`src/rtl/arb_mux_pkg.sv`:
```
// Shared constants, select-width helper and lock FSM state type for arb_mux_n_1.
package arb_mux_pkg;

   localparam int MODE_RR    = 0;
   localparam int MODE_FIXED = 1;

   function automatic int sel_w(input int n);
      return (n > 1) ? $clog2(n) : 1;
   endfunction

   typedef enum logic {
      ST_IDLE   = 1'b0,
      ST_LOCKED = 1'b1
   } lock_state_t;

endpackage

```
`src/rtl/rr_arbiter.sv`:
```
// Combinational N-way arbiter: round-robin starting after ptr, or fixed lowest-index priority.
module rr_arbiter
   import arb_mux_pkg::*;
#(
   parameter int N     = 4,
   parameter int MODE  = MODE_RR,
   parameter int SEL_W = sel_w(N)
) (
   input  logic [N-1:0]     req,
   input  logic [SEL_W-1:0] ptr,
   input  logic             en,
   output logic [N-1:0]     grant,
   output logic [SEL_W-1:0] grant_idx
);

   int   w_start;
   int   w_cand;
   logic w_found;

   always_comb begin
      grant     = '0;
      grant_idx = '0;
      w_found   = 1'b0;
      w_cand    = 0;
      w_start   = (MODE == MODE_RR) ? ((int'(ptr) + 1) % N) : 0;
      // First requester found on the wrapped scan wins; the scan ends on ptr itself.
      for (int k = 0; k < N; k++) begin
         w_cand = (w_start + k) % N;
         if (!w_found && req[SEL_W'(w_cand)]) begin
            w_found                = 1'b1;
            grant[SEL_W'(w_cand)]  = en;
            grant_idx              = SEL_W'(w_cand);
         end
      end
   end

endmodule

```
`src/rtl/arb_mux_n_1.sv`:
```
// N:1 arbitrated stream mux with registered output. Define ARB_MUX_PKT_LOCK_EN to hold
// the grant on one channel until the beat flagged by in_last.
module arb_mux_n_1
   import arb_mux_pkg::*;
#(
   parameter int N     = 4,
   parameter int W     = 8,
   parameter int MODE  = MODE_RR,
   parameter int SEL_W = sel_w(N)
) (
   input  logic             clk,
   input  logic             rst,
`ifdef ARB_MUX_PKT_LOCK_EN
   input  logic [N-1:0]     in_last,
`endif
   input  logic [N-1:0]     in_valid,
   input  logic [N*W-1:0]   in_data,
   output logic [N-1:0]     in_ready,
   output logic             out_valid,
   output logic [W-1:0]     out_data,
   output logic [SEL_W-1:0] out_sel,
   input  logic             out_ready
);

   logic             r_out_valid;
   logic [W-1:0]     r_out_data;
   logic [SEL_W-1:0] r_out_sel;
   logic [SEL_W-1:0] r_ptr;

   logic             w_load;
   logic             w_en;
   logic [N-1:0]     w_req;
   logic [N-1:0]     w_grant;
   logic [SEL_W-1:0] w_idx;
   logic             w_xfer;
   logic             w_ptr_upd;
   logic [W-1:0]     w_ch_data [N];

   for (genvar gi = 0; gi < N; gi++) begin : g_split
      assign w_ch_data[gi] = in_data[gi*W +: W];
   end

   assign w_load = !r_out_valid || out_ready;
   assign w_en   = w_load && !rst;
   assign w_xfer = |w_grant;

`ifdef ARB_MUX_PKT_LOCK_EN
   lock_state_t      r_lock_state;
   lock_state_t      w_lock_state_next;
   logic [SEL_W-1:0] r_lock_idx;
   logic [SEL_W-1:0] w_lock_idx_next;

   // While a packet is open only the owning channel is visible to the arbiter.
   always_comb begin
      w_req = in_valid;
      if (r_lock_state == ST_LOCKED) begin
         w_req = in_valid & (N'(1) << r_lock_idx);
      end
   end

   assign w_ptr_upd = in_last[w_idx];

   always_ff @(posedge clk or posedge rst) begin
      if (rst) begin
         r_lock_state <= ST_IDLE;
         r_lock_idx   <= '0;
      end else begin
         r_lock_state <= w_lock_state_next;
         r_lock_idx   <= w_lock_idx_next;
      end
   end

   always_comb begin
      w_lock_state_next = r_lock_state;
      w_lock_idx_next   = r_lock_idx;
      case (r_lock_state)
         ST_IDLE: begin
            if (w_xfer && !in_last[w_idx]) begin
               w_lock_state_next = ST_LOCKED;
               w_lock_idx_next   = w_idx;
            end
         end
         ST_LOCKED: begin
            if (w_xfer && in_last[w_idx]) begin
               w_lock_state_next = ST_IDLE;
            end
         end
         default: w_lock_state_next = ST_IDLE;
      endcase
   end
`else
   assign w_req     = in_valid;
   assign w_ptr_upd = 1'b1;
`endif

   rr_arbiter #(
      .N     (N),
      .MODE  (MODE),
      .SEL_W (SEL_W)
   ) u_arb (
      .req       (w_req),
      .ptr       (r_ptr),
      .en        (w_en),
      .grant     (w_grant),
      .grant_idx (w_idx)
   );

   // A new beat may overwrite one being drained in the same cycle, so no bubble appears.
   always_ff @(posedge clk or posedge rst) begin
      if (rst) begin
         r_out_valid <= 1'b0;
         r_out_data  <= '0;
         r_out_sel   <= '0;
         r_ptr       <= SEL_W'(N - 1);
      end else if (w_xfer) begin
         r_out_valid <= 1'b1;
         r_out_data  <= w_ch_data[w_idx];
         r_out_sel   <= w_idx;
         if (MODE == MODE_RR && w_ptr_upd) begin
            r_ptr <= w_idx;
         end
      end else if (w_load) begin
         r_out_valid <= 1'b0;
      end
   end

   assign in_ready  = w_grant;
   assign out_valid = r_out_valid;
   assign out_data  = r_out_data;
   assign out_sel   = r_out_sel;

endmodule

```
`config.mk`:
```
export PLATFORM = sky130hd
export DESIGN_NAME = arb_mux_n_1
export DESIGN_NICKNAME = d
export VERILOG_FILES = /design/src/rtl/arb_mux_pkg.sv /design/src/rtl/rr_arbiter.sv /design/src/rtl/arb_mux_n_1.sv
export SDC_FILE = /design/constraint.sdc
export NUM_CORES = 1
export LEC_CHECK = 0
export BUFFER_PORTS_ARGS = -buffer_cell sky130_fd_sc_hd__buf_2
export CORE_MARGIN = 2
export CORE_UTILIZATION = 52
export DETAILED_ROUTE_END_ITERATION = 10
export GPL_ROUTABILITY_DRIVEN = 0
export GPL_TIMING_DRIVEN = 0
export HOLD_SLACK_MARGIN = 0.05
export PLACE_DENSITY = 0.85
export SYNTH_ARGS = -nofsm -noshare
export SYNTH_HDL_FRONTEND = slang
export SYNTH_SLANG_ARGS = --single-unit
```
`constraint.sdc`:
```
create_clock -name clk -period 9.8 [get_ports clk]
set_clock_uncertainty 0.2 [all_clocks]
set_input_delay 1.47 -clock clk [delete_from_list [all_inputs] [get_ports clk]]
set_output_delay 1.47 -clock clk [all_outputs]
set_load 0.01 [all_outputs]
```
==> results by stage, run 1 <==
Synth:
- In this run the cell area of the synthesized design comes to 1320 sq um.
- The share of the synthesized netlist area taken by xor and xnor gates is 0.663%.
- Synthesis produced 126 cells.
- The share of flip-flops with an asynchronous set or reset after synthesis is 100%.
- The count of different cell masters after synthesis is 34.
- After synthesis the netlist holds a flip-flop and latch count of 13.
- The Yosys step of the flow raised 0 warnings.
- The simple-gate area share of the yosys netlist is 12.2%.
- The dominant combinational cell family by area after synthesis is multiplexers.
- For this run, the leading register cell type out of synthesis is dfrtp_1.
- Summing the areas of all compound-gate instances in the mapped netlist gives between 10% and 20% of the synthesized area.
- The synthesized design contains 0 enable-type register cells.
- The number of nets in the synthesized netlist is 173.
- In this run the mean area of a mapped cell was 10.5 sq um.
- Summing the areas of all fa, ha and maj instances in the mapped netlist gives ~7.6% of the synthesized area.
- The sequential fraction of the synthesis area is 24.8%.
- The share of synthesized area spent on multiplexers is 37.8%.

Clocking:
- CTS built an H-tree with a depth of 1.
- Clock-pin slew was measured on the worst setup and hold paths at 0.08 ns.
- The number of sinks on the clock net is 13.
- The number of resized instances in the post-cts repair step is 0.
- The root buffer cell is clkbuf_4.
- The clock tree from TritonCTS is built.
- Once the clock tree was built, the setup fixing pass inserted 0 buffers.
- In this run, CTS created clock tree buffers numbering 3.
- The maximum buffer depth of the clock tree is 2.
- Hold repair after CTS inserted 0 buffers.
- The insertion delay of the later-clocked pin in the worst-skew pair is 0.27 ns.

Timing:
- The final critical path takes up 51.2% of the cycle.
- The total negative setup slack is 0 ns.
- Setup violations remaining at the end of the flow were counted as 0.
- The final hold violation count is 0.
- The slew at the pin closest to its max-slew limit is 0.651 ns.
- The minimum clock period after layout is 5.02 ns.
- Setup repair after global routing left no endpoint under its margin.
- The final max-slew violation count is 0.
- The worst max-slew margin expressed relative to the limit is 56.6%.
- The achievable frequency is 0.199 GHz.

Die:
- The die is 54.4 microns tall.
- The number of top-level design ports is 54.
- The area of the core region is 2430 sq um.
- Measured along the x axis, the die boundary spans approximately 54 microns.
- The die covers 2960 sq um.
- The count of standard-cell rows is 18.
- The initial utilization of the core area, before any placement, comes to ~54%.

Finish:
- The diode insertion count for antenna repair is 0.
- After the last flow step, the layout net total stands at 230.
- The filler cells instantiated in the layout total 197.
- In the final layout, the share of cells above drive strength 1 is 41.2%.
- The total non-filler cell area in the finished layout is 1650 sq um.
- From synthesis to final layout, the design area changed by 24.5%.

Place:
- The count of buffers added on input and output ports is 52.
- After legalization and detailed placement, the total HPWL measured 2.45 mm.
- After detailed placement, the total cell area comes to 1620 sq um.

Run:
- Across the run, the number of max-cap violations was 0.

Route:
- The mean number of vias per cell is 5.66.
- The average wire length per cell after detail routing is 14.2 microns.
- The number of antenna-violating nets in the routed design is 0.
- After detailed routing, the number of remaining DRC violations is 0.
- The total number of vias is 1200.
- The number of optimization iterations in the first detailed-route pass is 4.
- The detailed router finished its first iteration with 17 violations.
- The routed wire length is 3.01 mm.

Global route:
- The maximum number of pins on one net before global-route repair is 15.
- The via count of the first global-routing pass is 1186.
- The final global-route overflow total is 0.
- The first global-routing pass estimated a little under 5 mm of wire.
- The initial antenna violation count came to 0.
- Across every metal layer, demand over resource in global routing totals 22.3%.

Critical path:
- The sort of element at the end of the critical path is an output pin.
- The worst-path maximum fanout is 9.
- The sort of element at the start of the critical path is a primary input.
- The critical path in this run is classified as in -> out.
- The flop-to-flop setup slack is around 5.9 ns.
- Data on the critical path arrives at its endpoint at 3.35 ns.
- Data on the critical path is required at its endpoint by 8.13 ns.

Min path:
- The kind of path behind the tightest hold check is reg -> reg.

Power and ir drop:
- The leakage power is between 0.8 and 0.9 nW.
- IR analysis of the VDD net gives a maximum drop of 271 uV.
- The power density relative to cell area is 433 nW/um^2.

Run status:
- The run finished with clean final reports.
## stage by stage
stage | util, % | setup slack (ns) | hold slack, ns | power, mW | std cells
final | 67.6 | 4.78 | 0.299 | 0.713 | 212
after global routing | 67.6 | 4.68 | 0.324 | 0.772 | 212
after global placement | 66.6 | 4.85 | 0.274 | 0.662 | 208
after detailed placement | 66.6 | 4.78 | 0.289 | 0.683 | 208
after floorplan | - | 5.03 | 0.334 | 0.565 | 126
after CTS | 67.6 | 4.79 | 0.306 | 0.716 | 212
## synth_stat cells, drive strengths merged, types with 2 or more instances
cell type,count,share of area (%)
a32o,5,3.8
nor2,8,2.3
nand4,2,0.95
a211o,2,1.3
buf,7,4.2
a22o,2,1.3
ha,8,7.6
mux2i,34,27
a21oi,3,1.1
inv,5,1.4
nand2b,3,1.4
nor3,2,0.76
dfrtp,11,21
dfstp,2,4.0
nor4,2,2.6
mux2,9,7.7
mux4,2,3.4
o21ai,3,1.1
nand2,6,1.7
a31o,2,1.3
## sequential cells by signal, summed over array words and instances (netlist names)
name       cells
out_data       8
out_sel        2
out_valid      1
r_ptr          2
## worst paths after layout
check / from / end / depth (start not counted)
worst max-delay path: in_valid[3] / in_ready[0] / 7
max in group asynchronous: rst / r_ptr[0]$_DFFE_PP1P_ / 2
worst max register to register: r_ptr[0]$_DFFE_PP1P_ / out_data[6]$_DFFE_PP0P_ / 12
worst min register to register: out_data[1]$_DFFE_PP0P_ / out_data[1]$_DFFE_PP0P_ / 1
min in group asynchronous: rst / out_data[4]$_DFFE_PP0P_ / 2
worst min-delay path: out_data[1]$_DFFE_PP0P_ / out_data[1]$_DFFE_PP0P_ / 1
## layer usage
metal / global-route usage (%) / wire length, microns / vias to the layer above
met5: 0 / 0 / -
li1: - / - / 589
met1: 26.4 / 1250 / 564
met2: 42.0 / 1600 / 43
met3: 1.64 / 135 / 4
met4: 7.50 / 29 / 0
## logic make-up after synthesis
logic type      count (synthesis)
fa+ha+maj                       8
xor+xnor                        1
buf+inv                        12
simple gates                   28
mux                            45
compound gates                 19
flops                          13
## where the power goes
group,switching (mW),total (mW),internal [mW]
combinational,0.286,0.569,0.282
sequential,0.0218,0.111,0.0895
clock,0.0174,0.0332,0.0158
total,0.325,0.713,0.388
## area by class of cell
type,count,area (sq um),share of cell area [%]
multi-input combinational,101,920,55.9
sequential,13,328,19.9
timing repair buffer,52,260,15.8
buffer,7,55.1,3.35
tap,30,37.5,2.28
clock buffer,4,26.3,1.60
inverter,5,18.8,1.14
## critical path: stages
cell    delay (ns)
buf_2         0.15
mux2_2        0.29
or4_1         0.50
a21o_1        0.22
nor4_2        0.30
a32o_1        0.25
buf_2         0.15
## cells in the final DEF, fill, tap and decap left out, drive strengths merged
master,Yosys,routed
a21oi,3,3
a211o,2,2
nor2,8,8
mux2i,34,34
mux2,9,9
a22o,2,2
buf,7,59
nor4,2,2
o32a,1,1
or3,1,1
o21ai,3,3
clkbuf,0,4
a31o,2,2
xnor2,1,1
nand2b,3,3
inv,5,5
ha,8,8
or2,1,1
a21o,1,1
nand2,6,6
dfstp,2,2
nor2b,1,1
dfrtp,11,11
nor3,2,2
mux4,2,2
or4,1,1
a32o,5,5
nand3b,1,1
nand4,2,2
No activity file was read; power rests on OpenSTA's default activity.
==> run 2: changes to the inputs <==
Settings changed: CORE_UTILIZATION 52 to 44, PLACE_DENSITY 0.85 to 0.77.
Clock period 9.8 ns to 4 ns, I/O delays scaled along.
==> results by stage, run 2 (synthesized netlist as in run 1, its figures left out) <==
Clocking:
- The maximum buffer depth of the clock tree is 2 (unchanged).
- The root buffer cell is clkbuf_4.
- The number of H-tree branching levels is 1 (unchanged).
- The TritonCTS buffer count was 3 (unchanged).
- The number of sinks on the clock net is 13 (unchanged).
- The clock-pin transition on the worst setup and hold timing paths is 0.08 ns (about the same).
- The clock tree from TritonCTS is built.
- The post-cts hold buffer count was 0 (unchanged).
- The insertion delay of the later-clocked pin in the worst-skew pair is 0.27 ns (about the same).

Place:
- The number of buffers added on ports came to 52 (unchanged).
- The total half-perimeter wirelength after legalization and detailed placement was 2.54 mm (+3.9%).
- The worst slack at placement is -0.0143 ns (-4.80 ns).

Global route:
- The first-pass GRT wire length is 5.05 mm (+2.7%).
- The initial antenna violation count is 0 (unchanged).
- The via count of the first global-routing pass came to 1169 (-1.4%).
- The final global-route overflow total was 0 (unchanged).
- The maximum number of pins on one net before global-route repair is 15 (unchanged).
- The total global-route track usage was 18.8% (-3.5 points).

Run:
- The max-cap check violation count is 0 (unchanged).

Route:
- The top routing layer in use is met4.
- The met2 wire length is 1.67 mm (+4.7%).
- The total routed wire length on the met1 layer is 1.24 mm (-0.48%).
- The number of optimization iterations in the first detailed-route pass is 8 (+4).
- The total met3 wirelength after detailed routing is 235 microns (+74%).
- The average wire length per cell after detail routing was 14.5 microns (+2.3%).
- The number of design rule violations left after detail routing came to 1 (+1).
- The total number of vias is 1232 (+2.7%).
- The mean number of vias per cell came to 5.65 (-0.16%).
- The number of antenna-violating nets in the routed design is 0 (unchanged).
- The iteration-0 DRC count of the detailed router is 64 (+47).
- The routed wire length is 3.17 mm (+5.2%).

Die:
- The height of the die is 58.8 microns (+8.1%).
- The area of the core region was 2810 sq um (+15%).
- The number of top-level design ports was 54 (unchanged).
- The die width is 58.8 microns (+8.1%).
- The count of standard-cell rows was 19 (+1).
- The initial core utilization was 47.1% (-7.2 points).
- The die footprint is 3460 sq um (+17%).

Run status:
- The run finished, with violations left.
- The final reports fail on design-rule violations.

Min path:
- The kind of path behind the tightest hold check is in -> async.

Critical path:
- The worst setup path is launched from a flop.
- The worst setup path is of the reg -> out kind.
- The required time of the worst setup path is 3.20 ns (-4.93 ns).
- The worst-path maximum fanout is 10 (+1).
- The endpoint arrival time on the critical path is 3.04 ns (-0.31 ns).
- The sort of element at the end of the critical path is an output pin.

Timing:
- The final max-slew violation count is 0 (unchanged).
- The slew at the pin closest to its max-slew limit was 0.663 ns (+0.0123 ns).
- Dividing the final minimum period by the clock period gives 95.9%.
- The worst-case setup margin in the final layout came to 0.163 ns (-4.62 ns).
- Static timing analysis puts the maximum clock frequency at 0.261 GHz.
- The total negative setup slack is 0 ns (unchanged).
- The minimum clock period after layout is 3.84 ns.
- The final hold violation count is 0 (unchanged).
- The final number of setup-violating endpoints is 0 (unchanged).
- The worst max-slew margin expressed relative to the limit is 55.8% (-0.82 points).

Finish:
- The number of nets in the layout came to 235 (+2.2%).
- The area overhead of the layout relative to synthesis is 28.3%.
- The most common cell after layout, fill and taps aside is buf_2.
- The share of layout cells above drive strength 1 was 43.3% (+2.1 points).
- The diode insertion count for antenna repair is 0 (unchanged).
- The top cell types in the final layout, fill and taps aside, are buf_2, mux2i_1, dfrtp_1.
- The flip-flop count of the largest register after layout is 8 (unchanged).
- The utilization after layout is 60.4% (-7.2 points).
- The filler cell count in the final layout came to 244 (+24%).

Power and ir drop:
- The leakage power is 0.905 nW (+2.9%).
- The power density relative to cell area is 1080 nW/um^2 (+150%).
- The maximum VDD drop came to 574 uV (+110%).
run 2: path summary, 6_finish.rpt:
path,startpoint,to,slack (ns),depth (start not counted)
setup / recovery,r_ptr[0]$_DFFE_PP1P_,in_ready[1],0.16,9
hold / removal,rst,out_valid$_DFFE_PP0P_,0.19,2
min in group clk,out_data[6]$_DFFE_PP0P_,out_data[6]$_DFFE_PP0P_,0.30,1
max in group asynchronous,rst,r_ptr[0]$_DFFE_PP1P_,3.05,2
setup reg to reg,r_ptr[0]$_DFFE_PP1P_,out_data[1]$_DFFE_PP0P_,0.21,12
hold reg to reg,out_data[6]$_DFFE_PP0P_,out_data[6]$_DFFE_PP0P_,0.30,1
run 2: layer usage:
layer	vias up	track usage [%]
met5	-	0
met4	0	6.17
met3	2	2.64
met2	59	36.0
met1	573	20.9
li1	598	-
run 2: final cells by class:
| class | count | area (sq um) | share of cell area (%) |
|---|---|---|---|
| tap | 31 | 38.8 | 2.29 |
| timing repair buffer | 57 | 298 | 17.6 |
| buffer | 7 | 55.1 | 3.25 |
| clock buffer | 4 | 26.3 | 1.55 |
| sequential | 13 | 328 | 19.3 |
| multi-input combinational | 101 | 931 | 54.9 |
| inverter | 5 | 18.8 | 1.11 |
run 2: critical path, stage by stage, from the launching register on:
cell,delay [ns]
dfstp_2,0.56
buf_4,0.19
inv_1,0.14
ha_1,0.26
or2_2,0.32
or4_1,0.41
a21o_1,0.23
nor4_4,0.23
a32o_1,0.26
buf_2,0.16
run 2: report_power, final:
group	internal (mW)	switching, mW
sequential	0.219	0.0413
clock	0.0386	0.0410
combinational	0.741	0.748
total	0.999	0.830
run 2: metrics by stage:
step	total power, mW	hold slack [ns]	cells	instance area, sq um
global placement	1.62	0.278	209	1620
global route	1.96	0.245	218	1700
detailed placement	1.68	0.282	209	1620
finish	1.83	0.191	218	1700
CTS	1.79	0.204	214	1660
floorplan	1.38	0.284	126	1320
run 2: repair_timing:
item / CTS / global route
resized for setup: 1 / 1
endpoints found under the setup margin: 5 / 12
cloned: 0 / 0
pin swaps: 1 / 0
buffers inserted: 1 / 4
